**src/rtl/trigb_mc_pkg.sv**
```systemverilog
// Shared defaults, FSM encoding and width helper for the predictor trigger block.
package trigb_mc_pkg;

  localparam int DEF_WIDTH = 16;
  localparam int DEF_NCOEF = 8;
  localparam int DEF_NCH   = 32;

  typedef enum logic {
    TRG_IDLE  = 1'b0,
    TRG_BURST = 1'b1
  } trg_state_t;

  // Index/channel fields stay at least one bit wide even for a single entry.
  function automatic int clog2_min1(input int n);
    return (n > 1) ? $clog2(n) : 1;
  endfunction

endpackage

```
**src/rtl/trigb_mc_if.sv**
```systemverilog
// Coefficient stream interface: input words from the update stage, output words towards RAM write-back.
interface trigb_mc_if
  import trigb_mc_pkg::*;
#(
  parameter int WIDTH = DEF_WIDTH,
  parameter int NCOEF = DEF_NCOEF,
  parameter int NCH   = DEF_NCH
);
  localparam int CHW  = clog2_min1(NCH);
  localparam int IDXW = clog2_min1(NCOEF);

  logic                    in_valid;
  logic                    in_ready;
  logic                    in_first;
  logic [CHW-1:0]          in_ch;
  logic                    TR;
  logic signed [WIDTH-1:0] AnP;
  logic                    out_valid;
  logic                    out_ready;
  logic [CHW-1:0]          out_ch;
  logic [IDXW-1:0]         out_idx;
  logic                    out_last;
  logic signed [WIDTH-1:0] AnR;

  modport master (
    output in_valid, in_first, in_ch, TR, AnP, out_ready,
    input  in_ready, out_valid, out_ch, out_idx, out_last, AnR
  );

  modport slave (
    input  in_valid, in_first, in_ch, TR, AnP, out_ready,
    output in_ready, out_valid, out_ch, out_idx, out_last, AnR
  );

endinterface

```
**src/rtl/trigb_outreg.sv**
```systemverilog
// Single output register with valid/ready hold and combinational upstream ready.
module trigb_outreg #(
  parameter int W = 8
) (
  input  logic         clk,
  input  logic         reset,
  input  logic         load,
  input  logic [W-1:0] d,
  input  logic         out_ready,
  output logic         vld,
  output logic [W-1:0] q,
  output logic         ready
);

  assign ready = !vld || out_ready;

  always_ff @(posedge clk or negedge reset) begin
    if (!reset) begin
      vld <= 1'b0;
      q   <= '0;
    end else if (load) begin
      vld <= 1'b1;
      q   <= d;
    end else if (out_ready) begin
      vld <= 1'b0;
    end
  end

endmodule

```
**src/rtl/trigb_mc.sv**
```systemverilog
// Multi-channel predictor trigger: zeroes whole coefficient bursts whose header carried TR,
// with burst framing checks and per-channel trigger status.
module trigb_mc
  import trigb_mc_pkg::*;
#(
  parameter int WIDTH = DEF_WIDTH,
  parameter int NCOEF = DEF_NCOEF,
  parameter int NCH   = DEF_NCH
) (
  input  logic           clk,
  input  logic           reset,
  input  logic           scan_in0,
  input  logic           scan_in1,
  input  logic           scan_in2,
  input  logic           scan_in3,
  input  logic           scan_in4,
  input  logic           scan_enable,
  input  logic           test_mode,
  output logic           scan_out0,
  output logic           scan_out1,
  output logic           scan_out2,
  output logic           scan_out3,
  output logic           scan_out4,
  trigb_mc_if.slave      bus,
  output logic [NCH-1:0] tr_flags,
  output logic           err_seq,
  input  logic           err_clr
);

  localparam int CHW  = clog2_min1(NCH);
  localparam int IDXW = clog2_min1(NCOEF);
  localparam int OW   = WIDTH + CHW + IDXW + 1;

  function automatic logic signed [WIDTH-1:0] gate_coef(input logic trig,
                                                        input logic signed [WIDTH-1:0] coef);
    return trig ? '0 : coef;
  endfunction

  trg_state_t      state, state_n;
  logic [IDXW-1:0] idx, idx_n, e_idx;
  logic [CHW-1:0]  ch_l, e_ch;
  logic            trl, e_trl;
  logic            emit, err_set, accept, in_ready, ch_ok, vld_p1;
  logic [OW-1:0]   word_p0, word_p1;
  logic            unused_scan;

  assign scan_out0   = 1'b0;
  assign scan_out1   = 1'b0;
  assign scan_out2   = 1'b0;
  assign scan_out3   = 1'b0;
  assign scan_out4   = 1'b0;
  assign unused_scan = ^{scan_in0, scan_in1, scan_in2, scan_in3, scan_in4, scan_enable, test_mode};

  assign accept       = bus.in_valid && in_ready;
  assign bus.in_ready = in_ready;
  assign ch_ok        = 32'(bus.in_ch) < NCH;

  // A header always restarts framing, even if it cuts a burst short.
  always_comb begin
    state_n = state;
    idx_n   = idx;
    e_idx   = idx + IDXW'(1);
    e_ch    = ch_l;
    e_trl   = trl;
    emit    = 1'b0;
    err_set = 1'b0;
    if (accept) begin
      if (bus.in_first) begin
        emit    = 1'b1;
        e_ch    = bus.in_ch;
        e_trl   = bus.TR;
        e_idx   = '0;
        idx_n   = '0;
        state_n = (NCOEF == 1) ? TRG_IDLE : TRG_BURST;
        err_set = (state == TRG_BURST) || !ch_ok;
      end else if (state == TRG_BURST) begin
        emit  = 1'b1;
        idx_n = e_idx;
        if (e_idx == IDXW'(NCOEF - 1)) state_n = TRG_IDLE;
      end else begin
        err_set = 1'b1;
      end
    end
  end

  assign word_p0 = {e_ch, e_idx, (e_idx == IDXW'(NCOEF - 1)), gate_coef(e_trl, bus.AnP)};

  always_ff @(posedge clk or negedge reset) begin
    if (!reset) begin
      state <= TRG_IDLE;
      idx   <= '0;
      ch_l  <= '0;
      trl   <= 1'b0;
    end else begin
      state <= state_n;
      idx   <= idx_n;
      ch_l  <= e_ch;
      trl   <= e_trl;
    end
  end

  always_ff @(posedge clk or negedge reset) begin
    if (!reset) begin
      tr_flags <= '0;
      err_seq  <= 1'b0;
    end else begin
      if (accept && bus.in_first && ch_ok) tr_flags[bus.in_ch] <= bus.TR;
      if (err_set)      err_seq <= 1'b1;
      else if (err_clr) err_seq <= 1'b0;
    end
  end

  // ---- stage p1: registered output word ----
  trigb_outreg #(.W(OW)) u_outreg (
    .clk       (clk),
    .reset     (reset),
    .load      (emit),
    .d         (word_p0),
    .out_ready (bus.out_ready),
    .vld       (vld_p1),
    .q         (word_p1),
    .ready     (in_ready)
  );

  assign bus.out_valid = vld_p1;
  assign {bus.out_ch, bus.out_idx, bus.out_last, bus.AnR} = word_p1;

endmodule
```
**src/flat_wrapper.sv**
```systemverilog
// flat-port wrapper written by rule: the top's interface ports become plain ports
module trigb_mc_flat import trigb_mc_pkg::*;
#(
  parameter int WIDTH = DEF_WIDTH,
  parameter int NCOEF = DEF_NCOEF,
  parameter int NCH   = DEF_NCH
)
  (clk, reset, scan_in0, scan_in1, scan_in2, scan_in3, scan_in4, scan_enable, test_mode, scan_out0, scan_out1, scan_out2, scan_out3, scan_out4, tr_flags, err_seq, err_clr, bus_in_valid, bus_in_first, bus_in_ch, bus_TR, bus_AnP, bus_out_ready, bus_in_ready, bus_out_valid, bus_out_ch, bus_out_idx, bus_out_last, bus_AnR);
  trigb_mc_if #(.WIDTH(WIDTH), .NCOEF(NCOEF), .NCH(NCH)) bus_i ();
  input  logic clk;
  input  logic reset;
  input  logic scan_in0;
  input  logic scan_in1;
  input  logic scan_in2;
  input  logic scan_in3;
  input  logic scan_in4;
  input  logic scan_enable;
  input  logic test_mode;
  output logic scan_out0;
  output logic scan_out1;
  output logic scan_out2;
  output logic scan_out3;
  output logic scan_out4;
  output logic [NCH-1:0] tr_flags;
  output logic err_seq;
  input  logic err_clr;
  input wire logic [$bits(bus_i.in_valid)-1:0] bus_in_valid;
  input wire logic [$bits(bus_i.in_first)-1:0] bus_in_first;
  input wire logic [$bits(bus_i.in_ch)-1:0] bus_in_ch;
  input wire logic [$bits(bus_i.TR)-1:0] bus_TR;
  input wire logic [$bits(bus_i.AnP)-1:0] bus_AnP;
  input wire logic [$bits(bus_i.out_ready)-1:0] bus_out_ready;
  output wire logic [$bits(bus_i.in_ready)-1:0] bus_in_ready;
  output wire logic [$bits(bus_i.out_valid)-1:0] bus_out_valid;
  output wire logic [$bits(bus_i.out_ch)-1:0] bus_out_ch;
  output wire logic [$bits(bus_i.out_idx)-1:0] bus_out_idx;
  output wire logic [$bits(bus_i.out_last)-1:0] bus_out_last;
  output wire logic [$bits(bus_i.AnR)-1:0] bus_AnR;
  assign bus_i.in_valid = bus_in_valid;
  assign bus_i.in_first = bus_in_first;
  assign bus_i.in_ch = bus_in_ch;
  assign bus_i.TR = bus_TR;
  assign bus_i.AnP = bus_AnP;
  assign bus_i.out_ready = bus_out_ready;
  assign bus_in_ready = bus_i.in_ready;
  assign bus_out_valid = bus_i.out_valid;
  assign bus_out_ch = bus_i.out_ch;
  assign bus_out_idx = bus_i.out_idx;
  assign bus_out_last = bus_i.out_last;
  assign bus_AnR = bus_i.AnR;
  trigb_mc #(.WIDTH(WIDTH), .NCOEF(NCOEF), .NCH(NCH)) u_core (.clk(clk), .reset(reset), .scan_in0(scan_in0), .scan_in1(scan_in1), .scan_in2(scan_in2), .scan_in3(scan_in3), .scan_in4(scan_in4), .scan_enable(scan_enable), .test_mode(test_mode), .scan_out0(scan_out0), .scan_out1(scan_out1), .scan_out2(scan_out2), .scan_out3(scan_out3), .scan_out4(scan_out4), .bus(bus_i), .tr_flags(tr_flags), .err_seq(err_seq), .err_clr(err_clr));
endmodule
```
**config.mk**
```make
export PLATFORM = sky130hd
export DESIGN_NAME = trigb_mc_flat
export DESIGN_NICKNAME = d
export VERILOG_FILES = /design/src/rtl/trigb_mc_pkg.sv /design/src/rtl/trigb_mc_if.sv /design/src/rtl/trigb_outreg.sv /design/src/rtl/trigb_mc.sv /design/src/flat_wrapper.sv
export SDC_FILE = /design/constraint.sdc
export NUM_CORES = 1
export LEC_CHECK = 0
export BUFFER_PORTS_ARGS = -buffer_cell sky130_fd_sc_hd__buf_4
export CORE_UTILIZATION = 25
export CTS_CLUSTER_DIAMETER = 40
export DETAILED_ROUTE_END_ITERATION = 10
export GPL_ROUTABILITY_DRIVEN = 0
export HOLD_SLACK_MARGIN = 0.1
export PLACE_DENSITY = 0.42
export SLEW_MARGIN = 20
export SYNTH_ARGS = -nofsm -noshare
export SYNTH_HDL_FRONTEND = slang
export SYNTH_HIERARCHICAL = 1
export SYNTH_SLANG_ARGS = --single-unit
```
**constraint.sdc**
```tcl
create_clock -name clk -period 2.7 [get_ports clk]
set_clock_uncertainty 0.15 [all_clocks]
set_input_delay 0.27 -clock clk [delete_from_list [all_inputs] [get_ports clk]]
set_output_delay 0.27 -clock clk [all_outputs]
set_load 0.1 [all_outputs]
```
# ---- Word level (Yosys, flattened, before mapping)
# Index checks and enable logic that the tools add are counted.
dict set report classes {
  add_sub_neg 1
  magnitude_cmp 2
  eq_ne 2
  muxes 25
  reduce_logical 9
}
# operator count
set ops {}
lappend ops {{$bwmux 32} 1}
lappend ops {{$mux 1} 16}
lappend ops {{$mux 16} 1}
lappend ops {{$mux 3} 4}
lappend ops {{$mux 5} 2}
lappend ops {{$eq 3x3->1 const B} 2}
lappend ops {{$lt 5x6->1 const B} 1}
lappend ops {{$reduce_bool 2->1} 3}
lappend ops {{$demux 1 s5} 1}
lappend ops {{$ge 5x1->1 const B} 1}
lappend ops {{$add 3x1->3 const B} 1}
lappend ops {{$logic_and 1x1->1} 3}
lappend ops {{$reduce_and 2->1} 1}
lappend ops {{$logic_not 1->1} 1}
lappend ops {{$logic_or 1x1->1} 1}
dict set report word_totals {
  reg_bits 69
  input_bits 35
  wordCells 47
}

# ---- Logic depth before layout (Yosys ltp)
dict set report logic_depth {
  ltp_word 5
  depth_mapped 8
  mapped_depth_nobuf 5
}

# ---- By module
# Netlist, hierarchy kept.
# mod n_inst cells_per_inst area_each_um2 seq_area_each_um2
set by_module_without_submodules {}
lappend by_module_without_submodules {trigb_mc 1 210 2289.7 1076.0}
lappend by_module_without_submodules {trigb_outreg 1 56 1067.3 650.6}

# ---- Least setup slack after synthesis
# OpenSTA, ideal clock, no wires.
dict set report synth_path {
  kind {flip-flop to flip-flop}
  start {reg u_core.u_outreg.vld}
  end {reg u_core.u_outreg.q[10]}
  arrival_ns 3.143
  path_slack_ns -0.720
  stages_incl_launch_ff 9
  path_buffers 3
  period_less_slack_ns 3.420
  cell_sequence {dfrtp_1 -> nand2b_1 -> buf_4 -> and3_1 -> buf_6 -> mux2i_4 -> buf_6 -> and2_1 -> mux2_4}
}
dict set report synth_via {
  elab_chain_len 5
  elab_cells_between_ends 6
  cone_classes {mux: 3; reduce/logical: 3}
}
# item line
set synth_lines {}
lappend synth_lines {{from (decl)} trigb_outreg.sv:10} ;# output logic vld,
lappend synth_lines {{from (signal assigned)} trigb_outreg.sv:19} ;# vld <= 1'b0;
lappend synth_lines {{from (signal assigned)} trigb_outreg.sv:22} ;# vld <= 1'b1;
lappend synth_lines {{from (signal assigned)} trigb_outreg.sv:25} ;# vld <= 1'b0;
lappend synth_lines {{$logic_not 1->1} trigb_outreg.sv:15} ;# assign ready = !vld || out_ready;
lappend synth_lines {{$logic_or 1x1->1} trigb_outreg.sv:15}
lappend synth_lines {{net bus_in_ready} flat_wrapper.sv:33} ;# output wire logic [$bits(bus_i.in_ready)-1:0] bus_in_ready;
lappend synth_lines {{$logic_and 1x1->1} trigb_mc.sv:54} ;# assign accept = bus.in_valid && in_ready;
lappend synth_lines {{$mux 1} trigb_mc.sv:67} ;# if (accept) begin
lappend synth_lines {{$mux 16} trigb_mc.sv:36} ;# return trig ? '0 : coef;
lappend synth_lines {{net u_core.word_p0[10]} trigb_mc.sv:44} ;# logic [OW-1:0] word_p0, word_p1;
lappend synth_lines {{to (signal assigned)} trigb_outreg.sv:20} ;# q <= '0;
lappend synth_lines {{to (signal assigned)} trigb_outreg.sv:23} ;# q <= d;
lappend synth_lines {{to (decl)} trigb_outreg.sv:11} ;# output logic [W-1:0] q,
# The timed path passes the listed nets, and every way through them passes these cells.
# A chain may end at the register's enable or synchronous reset.

# ---- Worst setup path after layout
dict set report layout_path {
  start {in bus_in_first}
  end {reg u_core.u_outreg.q[4]}
}
dict set report layout_via {
  elab_cells_between_ends 5
  cone_classes {mux: 5}
}
# item line
set layout_rtl {}
lappend layout_rtl {{from (decl)} flat_wrapper.sv:28} ;# input wire logic [$bits(bus_i.in_first)-1:0] bus_in_first;
lappend layout_rtl {{$mux 1} trigb_mc.sv:68} ;# if (bus.in_first) begin
lappend layout_rtl {{$mux 1} trigb_mc.sv:67}
lappend layout_rtl {{net u_core.emit} trigb_mc.sv:43} ;# logic emit, err_set, accept, in_ready, ch_ok, vld_p1;
# The timed path passes the listed nets, and every way through them passes these cells.

==> reports/qor.yml <==
global_routing:
  grt_max_degree: 53
  overflow: 0
  antenna_found_initial: 0
  grt_pass1_wl_mm: 12.5
  track_usage_pct: 11.4
  grt_pass1_vias: 2326
routing:
  viasPerCell: 4.30
  drtIter0Drc: 87
  drtAntennaViolNets: 0
  drtPass1Iterations: 4
  wl_met2_mm: 3.15
  m1WireLength_mm: 3.63
  route.detailed.drc: 0
  wl_per_cell_um: 14.1
  num_vias: 2251
  routed.top_layer: "met4"
  wl_met3_um: 528
  routed_wl_mm: 7.40
cts:
  numCtsBuffers: 9
  clkSlewWorstSetupHoldPaths_ns: 0.05
  cts_resized: 0
  htreeDepth: 3
  ctsRootBufferMaster: "clkbuf_16"
  clkSinkCount: 69
  postCtsSetupBuffers: 0
  clockBufferDepth: 2
  cts_tree: "built"
  clk-insertion-delay-late_ns: 0.32
  holdBufCountCts: 3
yosys:
  synth.avg_cell_area_sq_um: 12.6
  syn-instance-count: 266
  synth_seq_area_share_pct: 51.4
  synthTopCellsByArea: "dfrtp_1 51%, mux2_2 12%, mux2_4 8.5%, and2_1 3.0%, nand2_1 2.3%"
  ys_seq_elements: 69
  syn_area_sq_um: 3360
  yosysWarningCount: 6
  ys_types: 41
  synth_top_area_share_pct: 51.4
  yosys.area.top_type: "dfrtp_1"
die:
  boundaryPins: 100
  fp.dieArea_sq_um: 13900
  die_height_um: 118
  fp.coreArea_sq_um: 12900
  core.rowCount: 41
  start_util_pct: 26.1
  die_width_um: 118
setup_path:
  crit_type: "in2reg"
  critical-path-slowest-cell: "dlygate4sd3_1"
  crit_required_ns: 2.76
  cp_max_fo: 19
  crit_path_max_incr_delay_ns: 0.54
  cp.arrival_ns: 2.30
  path_cells: "dlygate4sd3_1, buf_4, inv_1, ha_1, nand3b_1, inv_1, buf_4, mux2_4"
  cp-start-kind: "input pin"
  crit_path_end_kind: "flip-flop"
timing:
  hold_viol: 0
  setup_tns_ns: 0
  drv_slew: 0
  fmax_mhz: 446
  period_share_pct: 83.1
  grt_setup_unrepaired: "no"
  fin_hold_ws_ns: 0.130
  setup_viol: 0
  tightest_slew_ns: 0.675
  relSlewSlack_pct: 55.0
  min_period_ns: 2.24
power:
  power_leakage_nw: 2.12
  p_total_mw: 4.71
  ir_worst_vdd_uv: 510
  powerDensity_nw_per_um2: 1070
worst_hold_path:
  hp-class: "in2reg"
layout:
  area_growth_pct: 30.7
  layout_common_cells: "91 x buf_4, 68 x dfrtp_1, 36 x mux2_2, 21 x nand2_1, 19 x mux2_4"
  finalInstanceArea_sq_um: 4390
  diodes: 0
  final_common_cell: "buf_4"
  utilization_pct: 34.1
  layout.nets: 387
  n_fill_cell: 1299
  drive_gt1_share_pct: 47.2
placement:
  portBuffers: 87
  dp.final_hpwl_mm: 5.03
  placed_area_sq_um: 4080
flow_run:
  cap_violations: 0
run_status:
  outcome: "finished, final reports clean"
critical path: cells and delay by family:
| family | cells | cell delay (ns) |
|---|---|---|
| mux | 1 | 0.34 |
| fa+ha+maj | 1 | 0.18 |
| buf+inv | 5 | 1.24 |
| simple gates | 1 | 0.27 |
kinds of logic (layout without fill, tap and decap cells):
logic type                 count (synthesis)  after routing  synth area share (%)
AOI/OAI and AO/OA                          5              5                 0.969
xor gates and xnor gates                   1              1                 0.261
adders and majority gates                  3              3                  1.12
buffers and inverters                     32            114                  6.71
DFF                                       69             69                  51.4
muxes                                     58             58                  21.9
other                                      1              5                 0.112
and+or+nand+nor                           97             97                  17.5
path summary, 6_finish.rpt:
path | start | to | slack (ns) | depth (start not counted)
worst max-delay path | bus_in_first | u_core/u_outreg/q[4] | 0.46 | 8
max in group asynchronous | reset | u_core/u_outreg/q[14] | 1.40 | 3
worst max register to register | u_core/u_outreg/vld | u_core/u_outreg/q[13] | 0.60 | 5
min in group asynchronous | reset | u_core/tr_flags[3] | 0.39 | 2
worst min-delay path | bus_AnP[5] | u_core/u_outreg/q[5] | 0.13 | 3
worst min register to register | u_core/ch_l[3] | u_core/ch_l[3] | 0.32 | 2
cell usage after synthesis, drive strengths merged:
cell and n:
o22ai 1, and4 1, and3 1, nand2b 2, mux2 57, buf 23
a211o 1, conb 1, nor2 7, or2b 1, or3b 2, nor4 5
dfrtp 69, clkbuf 3, nand4b 1, and2 16, nor3 12, o21ai 2
mux2i 1, nand3 8, and4b 1, nor2b 1, inv 6, xnor2 1
nor4b 5, o31ai 1, or3 1, nand3b 3, nand2 21, nand4 6
nor3b 3, ha 3
area by class of cell:
class,count,area (sq um),area share [%]
Clock inverter,2,35.0,0.798
Clock buffer,12,246,5.62
Timing Repair Buffer,94,713,16.3
Sequential cell,69,1730,39.4
Inverter,6,22.5,0.513
Multi-Input combinational cell,169,1430,32.5
Tap cell,172,215,4.90
sequential cells by signal, indices dropped and copies added, names as in the netlist:
| register | count |
|---|---|
| u_core/tr_flags | 32 |
| u_core/u_outreg/q | 25 |
| u_core/trl | 1 |
| u_core/u_outreg/vld | 1 |
| u_core/idx | 3 |
| u_core/state | 1 |
| u_core/ch_l | 5 |
| u_core/err_seq | 1 |
per-stage QoR:
stage / instances / worst slack [ns]
CTS: 524 / 0.455
finish: 524 / 0.457
global route: 524 / 0.332
global placement: 507 / 0.567
floorplan: 270 / 0.194
detailed placement: 507 / 0.548
power breakdown:
part / switching (mW) / internal (mW) / total [mW]
Combinational: 1.68 / 0.533 / 2.22
Sequential: 0.129 / 1.25 / 1.38
Clock: 0.388 / 0.728 / 1.12
Total: 2.20 / 2.51 / 4.71
per-layer routing:
| metal | GRT usage [%] | up-vias |
|---|---|---|
| li1 | - | 1076 |
| met1 | 15.4 | 1085 |
| met2 | 16.3 | 81 |
| met3 | 4.60 | 9 |
| met4 | 3.61 | 0 |
| met5 | 0 | - |
Power figures use the tool's default switching activity.
